<file path="config.mk">
export PLATFORM = sky130hd
export DESIGN_NAME = alu_seq
export DESIGN_NICKNAME = d
export VERILOG_FILES = /design/src/rtl/alu_pkg.sv /design/src/rtl/alu_mul_seq.sv /design/src/rtl/alu_seq.sv
export SDC_FILE = /design/constraint.sdc
export NUM_CORES = 1
export LEC_CHECK = 0
export CAP_MARGIN = 40
export CORE_ASPECT_RATIO = 1.5
export CORE_MARGIN = 4
export CORE_UTILIZATION = 45
export CTS_CLUSTER_DIAMETER = 60
export DETAILED_ROUTE_END_ITERATION = 8
export PLACE_DENSITY_LB_ADDON = 0.2
export SLEW_MARGIN = 20
export SYNTH_ARGS = -nofsm -noshare
export SYNTH_HDL_FRONTEND = slang
export SYNTH_SLANG_ARGS = --single-unit
</file>
<file path="constraint.sdc">
create_clock -name clk -period 1.71 [get_ports clk]
set_clock_uncertainty 0.15 [all_clocks]
set_input_delay 0.342 -clock clk [delete_from_list [all_inputs] [get_ports clk]]
set_output_delay 0.342 -clock clk [all_outputs]
set_load 0.01 [all_outputs]
</file>
<file path="src/rtl/alu_pkg.sv">
// Purpose: shared op codes, FSM state type and op-legality decode for alu_seq.
// Latency: n/a (declarations and a combinational helper only).
// Backpressure: n/a. MULTU is legal only when ALU_MUL_EN is defined.
package alu_pkg;

  localparam logic [5:0] OP_ADD   = 6'b100000;
  localparam logic [5:0] OP_SUB   = 6'b100010;
  localparam logic [5:0] OP_AND   = 6'b100100;
  localparam logic [5:0] OP_OR    = 6'b100101;
  localparam logic [5:0] OP_XOR   = 6'b100110;
  localparam logic [5:0] OP_NOR   = 6'b100111;
  localparam logic [5:0] OP_SLT   = 6'b101010;
  localparam logic [5:0] OP_SLTU  = 6'b101011;
  localparam logic [5:0] OP_SLL   = 6'b000000;
  localparam logic [5:0] OP_SRL   = 6'b000010;
  localparam logic [5:0] OP_SRA   = 6'b000011;
  localparam logic [5:0] OP_MULTU = 6'b011001;

  typedef enum logic [1:0] {
    ST_IDLE     = 2'd0,
    ST_MUL      = 2'd1,
    ST_MUL_WAIT = 2'd2
  } state_e;

  // True for every funct code this build executes.
  function automatic logic is_legal(input logic [5:0] op);
    logic ok;
    case (op)
      OP_ADD, OP_SUB, OP_AND, OP_OR, OP_XOR, OP_NOR,
      OP_SLT, OP_SLTU, OP_SLL, OP_SRL, OP_SRA: ok = 1'b1;
`ifdef ALU_MUL_EN
      OP_MULTU: ok = 1'b1;
`endif
      default: ok = 1'b0;
    endcase
    return ok;
  endfunction

endpackage

</file>
<file path="src/rtl/alu_mul_seq.sv">
// Purpose: iterative W x W unsigned shift-add multiplier with start/done/ack.
// Latency: W cycles after the start edge; done then holds until ack.
// Backpressure: product and done stay stable until ack; start restarts at once.
module alu_mul_seq #(
  parameter int W = 8
) (
  input  logic           clk,
  input  logic           rst_n,
  input  logic           start,
  input  logic           ack,
  input  logic [W-1:0]   a,
  input  logic [W-1:0]   b,
  output logic           done,
  output logic [2*W-1:0] prod
);

  localparam int CW = $clog2(W + 1);

  logic           busy_q,   busy_d;
  logic [CW-1:0]  cnt_q,    cnt_d;
  logic [2*W-1:0] acc_q,    acc_d;
  logic [2*W-1:0] mcand_q,  mcand_d;
  logic [W-1:0]   mplier_q, mplier_d;

  assign done = busy_q && (cnt_q == '0);
  assign prod = acc_q;

  // One partial product per cycle: add the shifted multiplicand when the current multiplier LSB is set.
  always_comb begin
    busy_d   = busy_q;
    cnt_d    = cnt_q;
    acc_d    = acc_q;
    mcand_d  = mcand_q;
    mplier_d = mplier_q;
    if (start) begin
      busy_d   = 1'b1;
      cnt_d    = CW'(W);
      acc_d    = '0;
      mcand_d  = {{W{1'b0}}, a};
      mplier_d = b;
    end else if (busy_q && (cnt_q != '0)) begin
      acc_d    = acc_q + (mplier_q[0] ? mcand_q : '0);
      mcand_d  = mcand_q << 1;
      mplier_d = mplier_q >> 1;
      cnt_d    = cnt_q - CW'(1);
    end else if (done && ack) begin
      busy_d   = 1'b0;
    end
  end

  // Iteration state; reset aborts any product in flight.
  always_ff @(posedge clk or negedge rst_n) begin
    if (!rst_n) begin
      busy_q   <= 1'b0;
      cnt_q    <= '0;
      acc_q    <= '0;
      mcand_q  <= '0;
      mplier_q <= '0;
    end else begin
      busy_q   <= busy_d;
      cnt_q    <= cnt_d;
      acc_q    <= acc_d;
      mcand_q  <= mcand_d;
      mplier_q <= mplier_d;
    end
  end

endmodule

</file>
<file path="src/rtl/alu_seq.sv">
// Purpose: registered MIPS-funct ALU; iterative MULTU present only when ALU_MUL_EN is defined.
// Latency: 1 cycle for single-cycle ops, W+1 cycles for MULTU (accept to out_valid).
// Backpressure: output register holds while out_valid && !out_ready; in_ready drops until it can load.
module alu_seq #(
  parameter int W   = 8,
  parameter int OPW = 6
) (
  input  logic           clk,
  input  logic           rst_n,
  input  logic           in_valid,
  output logic           in_ready,
  input  logic [W-1:0]   a,
  input  logic [W-1:0]   b,
  input  logic [OPW-1:0] op,
  output logic           out_valid,
  input  logic           out_ready,
  output logic [W-1:0]   rdo,
  output logic [W-1:0]   rdo_hi,
  output logic           carry,
  output logic           zero,
  output logic           ovf,
  output logic           err
);

  import alu_pkg::*;

  localparam logic [W-1:0] W_V = W'(W);

  logic [5:0]   op6;
  logic         legal;
  logic         accept;
  logic         free;
  logic         is_mul;
  logic         load_single;
  logic         load_mul;
  logic [2*W-1:0] mul_prod;

  logic [W:0]   sum;
  logic [W-1:0] diff;
  logic [W-1:0] sra_v;
  logic         big_sh;
  logic [W-1:0] res_rdo;
  logic         res_carry;
  logic         res_ovf;
  logic         res_err;

  logic         out_valid_q, out_valid_d;
  logic [W-1:0] rdo_q,       rdo_d;
  logic         carry_q,     carry_d;
  logic         zero_q,      zero_d;
  logic         ovf_q,       ovf_d;
  logic         err_q,       err_d;

  // Funct bits above [5:0] must be zero for the op to be legal.
  assign op6    = op[5:0];
  assign legal  = ((op >> 6) == '0) && is_legal(op6);
  assign free   = !out_valid_q || out_ready;
  assign accept = in_valid && in_ready;
  assign load_single = accept && !is_mul;

  assign sum    = {1'b0, a} + {1'b0, b};
  assign diff   = a - b;
  assign sra_v  = $signed(a) >>> b;
  assign big_sh = (b >= W_V);

  // Single-cycle datapath; MULTU results come from the multiplier instead.
  always_comb begin
    res_rdo   = '0;
    res_carry = 1'b0;
    res_ovf   = 1'b0;
    res_err   = 1'b0;
    if (!legal) begin
      res_err = 1'b1;
    end else begin
      case (op6)
        OP_ADD: begin
          res_rdo   = sum[W-1:0];
          res_carry = sum[W];
          res_ovf   = (a[W-1] == b[W-1]) && (sum[W-1] != a[W-1]);
        end
        OP_SUB: begin
          res_rdo   = diff;
          res_carry = (a < b);
          res_ovf   = (a[W-1] != b[W-1]) && (diff[W-1] != a[W-1]);
        end
        OP_AND:  res_rdo = a & b;
        OP_OR:   res_rdo = a | b;
        OP_XOR:  res_rdo = a ^ b;
        OP_NOR:  res_rdo = ~(a | b);
        OP_SLT:  res_rdo = {{(W-1){1'b0}}, ($signed(a) < $signed(b))};
        OP_SLTU: res_rdo = {{(W-1){1'b0}}, (a < b)};
        OP_SLL:  res_rdo = big_sh ? '0 : (a << b);
        OP_SRL:  res_rdo = big_sh ? '0 : (a >> b);
        OP_SRA:  res_rdo = big_sh ? {W{a[W-1]}} : sra_v;
        default: res_rdo = '0;
      endcase
    end
  end

`ifdef ALU_MUL_EN
  state_e       state_q, state_d;
  logic         mul_start;
  logic         mul_done;
  logic [W-1:0] rdo_hi_q, rdo_hi_d;

  assign is_mul    = legal && (op6 == OP_MULTU);
  assign mul_start = accept && is_mul;

  alu_mul_seq #(.W(W)) u_mul (
    .clk   (clk),
    .rst_n (rst_n),
    .start (mul_start),
    .ack   (load_mul),
    .a     (a),
    .b     (b),
    .done  (mul_done),
    .prod  (mul_prod)
  );

  // FSM state register.
  always_ff @(posedge clk or negedge rst_n) begin
    if (!rst_n) state_q <= ST_IDLE;
    else        state_q <= state_d;
  end

  // FSM next state: park in MUL_WAIT when the product is ready but the output register is occupied.
  always_comb begin
    state_d = state_q;
    case (state_q)
      ST_IDLE:     if (mul_start) state_d = ST_MUL;
      ST_MUL:      if (mul_done)  state_d = free ? ST_IDLE : ST_MUL_WAIT;
      ST_MUL_WAIT: if (free)      state_d = ST_IDLE;
      default:                    state_d = ST_IDLE;
    endcase
  end

  // FSM outputs: accept only in IDLE with room; load the product on the exit from MUL/MUL_WAIT.
  always_comb begin
    in_ready = (state_q == ST_IDLE) && free;
    load_mul = ((state_q == ST_MUL) && mul_done && free) ||
               ((state_q == ST_MUL_WAIT) && free);
  end

  // High half of the product; zero for every other result.
  always_comb begin
    rdo_hi_d = rdo_hi_q;
    if (load_single)   rdo_hi_d = '0;
    else if (load_mul) rdo_hi_d = mul_prod[2*W-1:W];
  end

  // High-half output register.
  always_ff @(posedge clk or negedge rst_n) begin
    if (!rst_n) rdo_hi_q <= '0;
    else        rdo_hi_q <= rdo_hi_d;
  end

  assign rdo_hi = rdo_hi_q;
`else
  assign is_mul   = 1'b0;
  assign load_mul = 1'b0;
  assign mul_prod = '0;
  assign in_ready = free;
  assign rdo_hi   = '0;
`endif

  // Output register: load a new result, retire on out_ready, otherwise hold.
  always_comb begin
    out_valid_d = out_valid_q && !out_ready;
    rdo_d       = rdo_q;
    carry_d     = carry_q;
    zero_d      = zero_q;
    ovf_d       = ovf_q;
    err_d       = err_q;
    if (load_single) begin
      out_valid_d = 1'b1;
      rdo_d       = res_rdo;
      carry_d     = res_carry;
      zero_d      = !res_err && (res_rdo == '0);
      ovf_d       = res_ovf;
      err_d       = res_err;
    end else if (load_mul) begin
      out_valid_d = 1'b1;
      rdo_d       = mul_prod[W-1:0];
      carry_d     = 1'b0;
      zero_d      = (mul_prod == '0);
      ovf_d       = 1'b0;
      err_d       = 1'b0;
    end
  end

  // Result and flag flops.
  always_ff @(posedge clk or negedge rst_n) begin
    if (!rst_n) begin
      out_valid_q <= 1'b0;
      rdo_q       <= '0;
      carry_q     <= 1'b0;
      zero_q      <= 1'b0;
      ovf_q       <= 1'b0;
      err_q       <= 1'b0;
    end else begin
      out_valid_q <= out_valid_d;
      rdo_q       <= rdo_d;
      carry_q     <= carry_d;
      zero_q      <= zero_d;
      ovf_q       <= ovf_d;
      err_q       <= err_d;
    end
  end

  assign out_valid = out_valid_q;
  assign rdo       = rdo_q;
  assign carry     = carry_q;
  assign zero      = zero_q;
  assign ovf       = ovf_q;
  assign err       = err_q;

endmodule

</file>
## Word-level counts from Yosys, hierarchy flattened

Cells that the tools add are included.

| operators by class | value |
|---|---|
| shift operators | 3 |
| reduce and logical (&&, ||, !) cells | 11 |
| eq/ne operators | 14 |
| add/sub/neg operators | 2 |
| bitwise operators | 4 |
| mux-type cells | 12 |
| magnitude comparators | 3 |

Operators by type and width:

| operator | number |
|---|---|
| $pmux 8 s11 | 1 |
| $eq 6x6->1 const B | 8 |
| $mux 8 | 4 |
| $lt 8x8->1 | 2 |
| $eq 6x2->1 const B | 2 |
| $reduce_or 11->1 | 1 |
| $add 8x8->9 | 1 |
| $and 8x8->8 | 1 |
| $ge 8x4->1 const B | 1 |
| $logic_not 8->1 | 1 |
| $not 8->8 | 1 |
| $or 8x8->8 | 1 |
| $shl 8x8->8 | 1 |
| $shr 8x8->8 | 1 |
| $sshr 8x8->8 | 1 |
| $sub 8x8->8 | 1 |
| $xor 8x8->8 | 1 |
| $logic_not 6->1 | 1 |
| $logic_and 1x1->1 | 5 |
| $mux 1 | 5 |
| $pmux 1 s2 | 2 |
| $ne 1x1->1 | 3 |
| $logic_not 1->1 | 2 |
| $eq 1x1->1 | 1 |
| $logic_or 1x1->1 | 1 |

| storage, ports and cells | value |
|---|---|
| output and inout port bits | 22 |
| input port bits | 26 |
| word-level logic and storage cells | 55 |
| flip-flop bits (word level) | 13 |

## Logic depth before layout (Yosys ltp)

Gate-level depths: netlist of the first run.

| logic depth | value |
|---|---|
| depth in word-level cells | 6 |
| mapped depth | 11 |
| depth with buffers taken out | 11 |

## Worst setup path before layout of the first run

No wires, ideal clock.

| timing | value |
|---|---|
| kind | input to register |
| start | input port b[1] |
| end | register zero_q, in the netlist zero |
| slack | -1.291 ns |
| data arrival time | 2.756 ns |
| data required time | 1.465 ns |
| library setup time | 0.095 ns |
| path buffers | 2 |
| cell stages on the path | 11 |
| path through | clkbuf_1 -> inv_1 -> clkbuf_1 -> fa_1 -> nor3b_1 -> nor3_1 -> o31a_1 -> o221ai_1 -> a221oi_1 -> nand3_1 -> o31ai_1 |

| on the way | value |
|---|---|
| cells in the longest elaborated chain, start to end | 6 |
| elaborated cells on any way between the ends | 19 |
| those cells by class | add/sub: 2; order compare: 3; shift: 3; mux: 5; bitwise: 4; reduce/logical: 2 |

Ends and longest elaborated chain:

| what | line | source |
|---|---|---|
| start: declaration | alu_seq.sv:13 | `input logic [W-1:0] b,` |
| $ge 8x4->1, or another cell as far along | alu_seq.sv:64 | `assign big_sh = (b >= W_V);` |
| $mux 8, or another cell as far along | alu_seq.sv:94 | `OP_SRA: res_rdo = big_sh ? {W{a[W-1]}} : sra_v;` |
| $pmux 8 s11 * | alu_seq.sv:75 | `case (op6)` |
| $mux 8 * | alu_seq.sv:72 | `if (!legal) begin` |
| $logic_not 8->1 * | alu_seq.sv:178 | `zero_d = !res_err && (res_rdo == '0);` |
| $logic_and 1x1->1 * | alu_seq.sv:178 |  |
| end signal: assignment | alu_seq.sv:204 | `zero_q <= zero_d;` |
| end: declaration | alu_seq.sv:50 | `logic zero_q, zero_d;` |

Mark *: on every way between the ends. The rest lies on a longest branch, timed or not.
A chain may end at the register's enable or synchronous reset.

## Final worst setup path of the first run

| timing | value |
|---|---|
| start | input port b[6] |
| end | register zero_q, in the netlist zero |

The elaborated chain is that of the path after synthesis.

==> results of run 1 <==
final cells by class:
type / count / share of cell area
flip-flops and latches: 13 / 0.0704
inverters: 27 / 0.0257
well taps: 70 / 0.0190
repair buffers: 173 / 0.307
clock buffers: 4 / 0.00975
multi-input cells: 292 / 0.568
cells in the mapped netlist (all sizes together), types with 6 or more instances:
library cell	count	area [µm²]
o21ai	23	119
nor2	24	90.1
or3	6	37.5
o211ai	9	67.6
dfrtp	13	325
a211oi	6	45.0
nand2	39	146
nor3	6	35.0
buf	12	83.8
clkbuf	18	67.6
nor2b	8	50.1
mux2i	15	150
nand3	14	70.1
a21oi	17	85.1
ha	25	313
a31oi	6	37.5
inv	27	101
worst min path at each step:
stage / startpoint / endpoint
floorplan: rst_n / carry
global placement: ovf / ovf
detailed placement: ovf / ovf
CTS: rst_n / rdo[0]
global route: rst_n / out_valid
finish: rst_n / rdo[0]
repair_timing:
action / CTS / global route
endpoints found under the setup margin: 13 / 11
gates resized for setup: 163 / 40
setup buffers: 16 / 9
pin swaps: 59 / 46
cell families after synthesis:
kind of cell | after synthesis
and+or+nand+nor | 120
adders and majority gates | 27
xor gates and xnor gates | 2
other | 1
AOI/OAI and AO/OA | 114
muxes | 21
buffers and inverters | 57
DFF | 13
registers in the layout, indices dropped and copies added, names as in the netlist:
name and count:
rdo 8, carry 1, err 1, out_valid 1, ovf 1, zero 1
where the power goes:
group / switching [µW] / leakage (µW) / internal (µW) / total, µW
logic: 587 / 0.00185 / 580 / 1170
clock network: 110 / 0.0000228 / 165 / 275
registers: 13.3 / 0.000170 / 332 / 345
stage by stage:
step	utilization	hold WS [ns]	power (µW)	cell area (µm²)
6_report	0.835	0.271	1790	4620
4_1_cts	0.810	0.272	1690	4480
5_1_grt	0.835	0.285	1870	4620
3_3_place_gp	0.709	0.311	1270	3920
3_5_place_dp	0.709	0.320	1280	3920
2_1_floorplan	-	-0.104	834	2800
worst max-delay path: cells and delay by family:
family	cells	cell delay, ns
AOI/OAI and AO/OA	3	0.87
and+or+nand+nor	4	1.19
buffers and inverters	1	0.09
metal layers:
layer | share of wire | vias up | GRT usage
li1 | - | 1608 | -
met1 | 0.35 | 1707 | 0.313
met2 | 0.52 | 170 | 0.572
met3 | 0.056 | 78 | 0.0559
met4 | 0.072 | 0 | 0.205
met5 | 0 | - | 0
==> results.txt, run 1 <==
- Post-route setup TNS: -5.95 ns
- For this run, the leading register cell type out of synthesis is dfrtp_1.
- Of the total synthesized cell area, the portion taken by full adders, half adders and majority gates is 0.136.
- Of the total synthesized cell area, the portion taken by XOR and XNOR cells is 0.00677.
- Share of final-layout standard cells stronger than drive strength 1: 0.509
* Number of distinct standard cells referenced by the synthesized netlist: 62
* Register Area: 325 µm²
- Vias post-DR: ~3.6k
* Reg-to-reg startpoint: out_valid
* Clock period minus worst slack: 2.50 ns
- Worst path slowest cell: or4_4
* Setup Crit Path Kind: in2reg
- Entering global routing, the biggest net connects 21 pins.
- Endpoint of the worst setup timing path: zero
- The initial utilization of the core area, before any placement, comes to 0.468.
- Power per unit of standard cell area: 387 mW/mm²
- Placement-stage worst setup slack: -1.45 ns
* Number of failing hold endpoints at the final stage: 0
* Number of clock buffers inserted by TritonCTS: 3
* Maximum capacitance violations: 0
- CP startpoint kind: input port
* Number of synthesized flops with an enable pin: 0
- The routed design has 11,400 µm of wire.
* Complex-gate fraction of the synthesized area: 0.312
* VDD IR-drop max: 198 µV
- Of the total synthesized cell area, the portion taken by AND, OR, NAND and NOR gates is 0.227.
- Final setup viols: 11
- Number of DRC violations after detailed routing: 0
- Number of standard-cell rows in the floorplan: 33
- Setup repair after global routing could not meet its margin everywhere.
- Buffers from clock root to sink, at most: 2
- Dpl cells: 556
* Multiplexer share of the synthesized area: 0.0928
- For this run, the slowest stage of the critical path takes 0.56 ns.
- After detailed routing, the number of vias per cell comes to 6.15.
* Yosys synthesis warning count: 0
* Total area of multi-input combinational cells: 0.00263 mm²
- Worst reg2reg path depth: 7
* Setup crit end kind: flop
* Number of max-slew violations in the final report: 0
- The analysis attributes to cell leakage a power of 0.00204 µW.
* Share of flip-flops with an asynchronous set or reset after synthesis: 1.00
- Clock tree synthesis found a total of 13 sinks.
- After synthesis, the largest family of logic cells by area is compound AO/OA/AOI/OAI gates.
* Max Freq: around 400 MHz
- R2r endpoint: zero
- Data on the critical path is required at its endpoint by 1.71 ns.
* Average wire per standard cell: 19.6 µm
- Gpl congestion: 0.993
* Final layout net count: 563
* Total gr overflow: 0
* Buffer type at the clock tree root: clkbuf_8
- For this run, the register share of the synthesized area comes to 0.126.
- The core region is roughly 0.0055 mm².
- Commonest non-fill, non-tap cell in the layout: buf_4
- The run finished, with violations left.
- In this run, synthesis produced a sequential element count of 13.
- Synth Cell Area: 0.00259 mm²
- Arrival time reported for the critical path endpoint: 2.50 ns
- I/O pin cnt: 48
- Number of fill cells in the layout: approximately 330
- From left edge to right edge, the die measures 69.9 µm.
- Once routing completed, OpenROAD measured the worst setup slack at -0.785 ns.
* Violations in the final reports: setup timing
- Measured along the y axis, the die boundary spans 101 µm.
- Launch point of the worst path: b[6]
- Number of antenna violations at the first check in global routing: 0
- The library cells used most frequently in the layout, excluding fill and tap cells, are buf_4 (121), nand2_1 (38), nor2_1 (21).
- The first global-routing pass estimated 17,500 µm of wire.
- The die covers 0.00706 mm².
- Reg-to-reg setup timing slack: -0.11 ns
- TritonCTS built the clock tree.
- Of all nets on the critical path, the largest fanout is 2.
- In this run, the number of DRC markers left after iteration 0 of detailed routing was 190.
- Clock latency at the later pin of the worst-skew pair: about 0.24 ns
- Register clock-pin slew on the reported worst setup and hold paths: about 0.050 ns
- Avg Synthesized Cell Area: 7.29 µm²
- Signed area change from the synthesized netlist to the final layout: 78.5%
- Diode count: 0
- Min-delay worst type: in2async
- Critical-path cell list: buf_6 > or4_4 > o21ai_4 > nor2_2 > or3_4 > a2111oi_4 > nand4_1 > o31ai_2
* Number of buffers added on ports: 39
- Post-route clock period utilization: 1.46
- Global-route usage over all layers: 0.309
- Pre-antenna DRT Iters: 7
- Post-CTS Hold Buffers: 0
- Non-filler instance count after layout: 579
- Post-DP HPWL: 8040 µm
- Vias in the first global route: approximately 3.6k
- Cell count after synthesis: approximately 360
* Antenna-violating nets left: 0
- CTS built an H-tree with a depth of 1.
(Power assumes the default switching activity.)
==> run 2: changes to the inputs <==
--- a/config.mk
+++ b/config.mk
@@ -5,11 +5,11 @@
 export SDC_FILE = /design/constraint.sdc
 export NUM_CORES = 1
 export LEC_CHECK = 0
-export CAP_MARGIN = 40
 export CORE_ASPECT_RATIO = 1.5
 export CORE_MARGIN = 4
 export CORE_UTILIZATION = 45
 export CTS_CLUSTER_DIAMETER = 60
+export CTS_CLUSTER_SIZE = 14
 export DETAILED_ROUTE_END_ITERATION = 8
 export PLACE_DENSITY_LB_ADDON = 0.2
 export SLEW_MARGIN = 20
==> results of run 2 <==
Final layout, timing and power as in run 1 (identical DEF).
==> run 3: changes to the inputs <==
--- a/config.mk
+++ b/config.mk
@@ -6,13 +6,12 @@
 export NUM_CORES = 1
 export LEC_CHECK = 0
 export CORE_ASPECT_RATIO = 1.5
-export CORE_MARGIN = 4
+export CORE_MARGIN = 2
 export CORE_UTILIZATION = 45
-export CTS_CLUSTER_DIAMETER = 60
 export CTS_CLUSTER_SIZE = 14
 export DETAILED_ROUTE_END_ITERATION = 8
 export PLACE_DENSITY_LB_ADDON = 0.2
-export SLEW_MARGIN = 20
+export SLEW_MARGIN = 30
 export SYNTH_ARGS = -nofsm -noshare
 export SYNTH_HDL_FRONTEND = slang
 export SYNTH_SLANG_ARGS = --single-unit
==> results.txt, run 3 (synthesized netlist as in run 1, its figures left out) <==
- Dividing the detail-routed via count by the number of cells gives around 6.2.
- Die Outline Area: ~0.0064 mm²
* Number of buffers added on ports: 39
- CTS sink count: 13
* Number of DRC violations after detailed routing: 0
- Wire length of the first global-routing pass: 17,000 µm
- TritonCTS clock tree: done
- I/O pin cnt: between 40 and 50
* Post-route setup TNS: -5.71 ns
* Pre-antenna DRT Iters: 5
- Entering global routing, the biggest net connects 19 pins.
- Post-route clock period utilization: 1.42
* Gpl congestion: 0.952
* Buffers and inverters on the worst path: 3
- Result of the run: complete, but fails checks
- The worst setup path is launched from an input port.
* Post-route core utilization: 0.838
- Post-DP HPWL: ~8000 µm
- Buffers from clock root to sink, at most: 2
- Diode count: 0
- Starting utilization of the core area: 0.471
- The worst setup path is captured at a flop.
- The via count of the first global-routing pass was 3,540.
- Average wire per standard cell: 19.8 µm
- R2r endpoint: zero
- The layout has 328 filler cells.
* Power per unit of standard cell area: between 300 and 400 mW/mm²
- The signal on the critical path passes through buf_8 > inv_6 > ha_4 > inv_2 > fa_2 > nor3b_4 > nor3_4 > o31a_1 > a221o_1 > a221oi_2 > nand3_1 > o31ai_1.
* Final-layout worst hold slack: 0.245 ns
- Number of failing hold endpoints at the final stage: 0
- Across the run, the number of max-cap violations was 0.
- Measured along the x axis, the die boundary spans 65.9 µm.
* Cell leakage power: 0.00201 µW
- Drt initial violations: 192
* Buffer type at the clock tree root: clkbuf_8
- Setup repair after global routing could not meet its margin everywhere.
- VDD IR-drop max: ~220 µV
* Signed area change from the synthesized netlist to the final layout: 77.8%
- The critical path runs through a total of 12 cells.
- Min-delay worst type: in2async
* Global-route usage over all layers: 0.340
- Max Freq: 410 MHz
- The number of pins exceeding their max-slew limit in the final report is 0.
- Largest incremental delay on the critical path: 0.33 ns
* Vias post-DR: 3,545
- Number of clock buffers inserted by TritonCTS: 3
- OpenSTA, run right after detailed placement, puts the worst setup slack at -1.42 ns.
- The final reports fail on setup timing.
- Largest fanout on the critical path: 3
- CTS H-Tree Depth: 1
- Reg-to-reg startpoint: out_valid
- Share of final-layout standard cells stronger than drive strength 1: 0.496
- Summed over all layers, the global routing overflow is 0.
- Worst reg2reg path depth: 7
- The register with the most flip-flops in the layout has 8 of them.
* Antenna-violating nets left: 0
- The worst path in the final design needs a cycle of 2.44 ns, including I/O delays and setup.
* Required time of the worst setup path: 1.71 ns
- The core region is roughly 0.0055 mm².
- Setup Crit Path Kind: in2reg
- Final WL: 11,300 µm
- Setup slack of the critical path after layout: -0.727 ns
* Non-filler instance count after layout: 572
- Die Height: 96.9 µm
* Final layout net count: 556
- Commonest cells after routing, fill and taps aside: buf_4 (112), nand2_1 (39), nor2_1 (22)
* Final setup viols: 11
* Number of standard-cell rows in the floorplan: 33
* Crit path max-delay family: compound AO/OA/AOI/OAI gates
- Clock latency at the later pin of the worst-skew pair: 0.24 ns
* Dpl cells: 553
- The slowest stage of the critical path is the a221o_1 cell.
* Commonest non-fill, non-tap cell in the layout: buf_4
- Reg-to-reg setup timing slack: -0.09 ns
* Register clock-pin slew on the reported worst setup and hold paths: 0.06 ns
* Number of antenna violations at the first check in global routing: 0
* Arrival time reported for the critical path endpoint: between 2 and 2.5 ns
run 3: worst max path at each step:
| stage | from | to | slack (ns) |
|---|---|---|---|
| 2_1_floorplan | b[1] | rdo[7] | -0.83 |
| 3_5_place_dp | b[0] | zero | -1.42 |
| 3_3_place_gp | b[0] | zero | -1.41 |
| 4_1_cts | b[0] | zero | -0.70 |
| 5_1_grt | a[0] | zero | -0.80 |
| 6_report | a[0] | zero | -0.73 |
run 3: routing by layer:
metal | global-route usage | part of all wire
met2 | 0.629 | 0.52
met3 | 0.0337 | 0.060
met4 | 0.159 | 0.068
met1 | 0.371 | 0.35
met5 | 0 | 0
run 3: stage by stage:
step | cell area (µm²) | power (µW)
after floorplan | 2800 | 834
after global placement | 3910 | 1270
after detailed placement | 3910 | 1280
after CTS | 4350 | 1650
after global routing | 4600 | 1860
final | 4600 | 1770
run 3: what timing repair did:
action / CTS / global route
pin swaps: 47 / 39
setup buffers: 9 / 9
hold buffers: 0 / 0
hold endpoints to repair: 0 / 0
gates resized for setup: 147 / 57
endpoints found under the setup margin: 12 / 12
run 3: cell type report:
class	instances	area, µm²	share of cell area
clock buffer	3	41.3	0.00897
timing repair buffer	166	1390	0.301
tap	70	87.6	0.0190
clock inverter	1	5.00	0.00109
inverter	27	116	0.0253
sequential	13	325	0.0707
multi-input combinational	292	2640	0.574
run 3: power breakdown:
part | internal, µW | switching, µW | total, µW
registers | 332 | 14.3 | 346
logic | 569 | 584 | 1150
clock network | 161 | 113 | 274
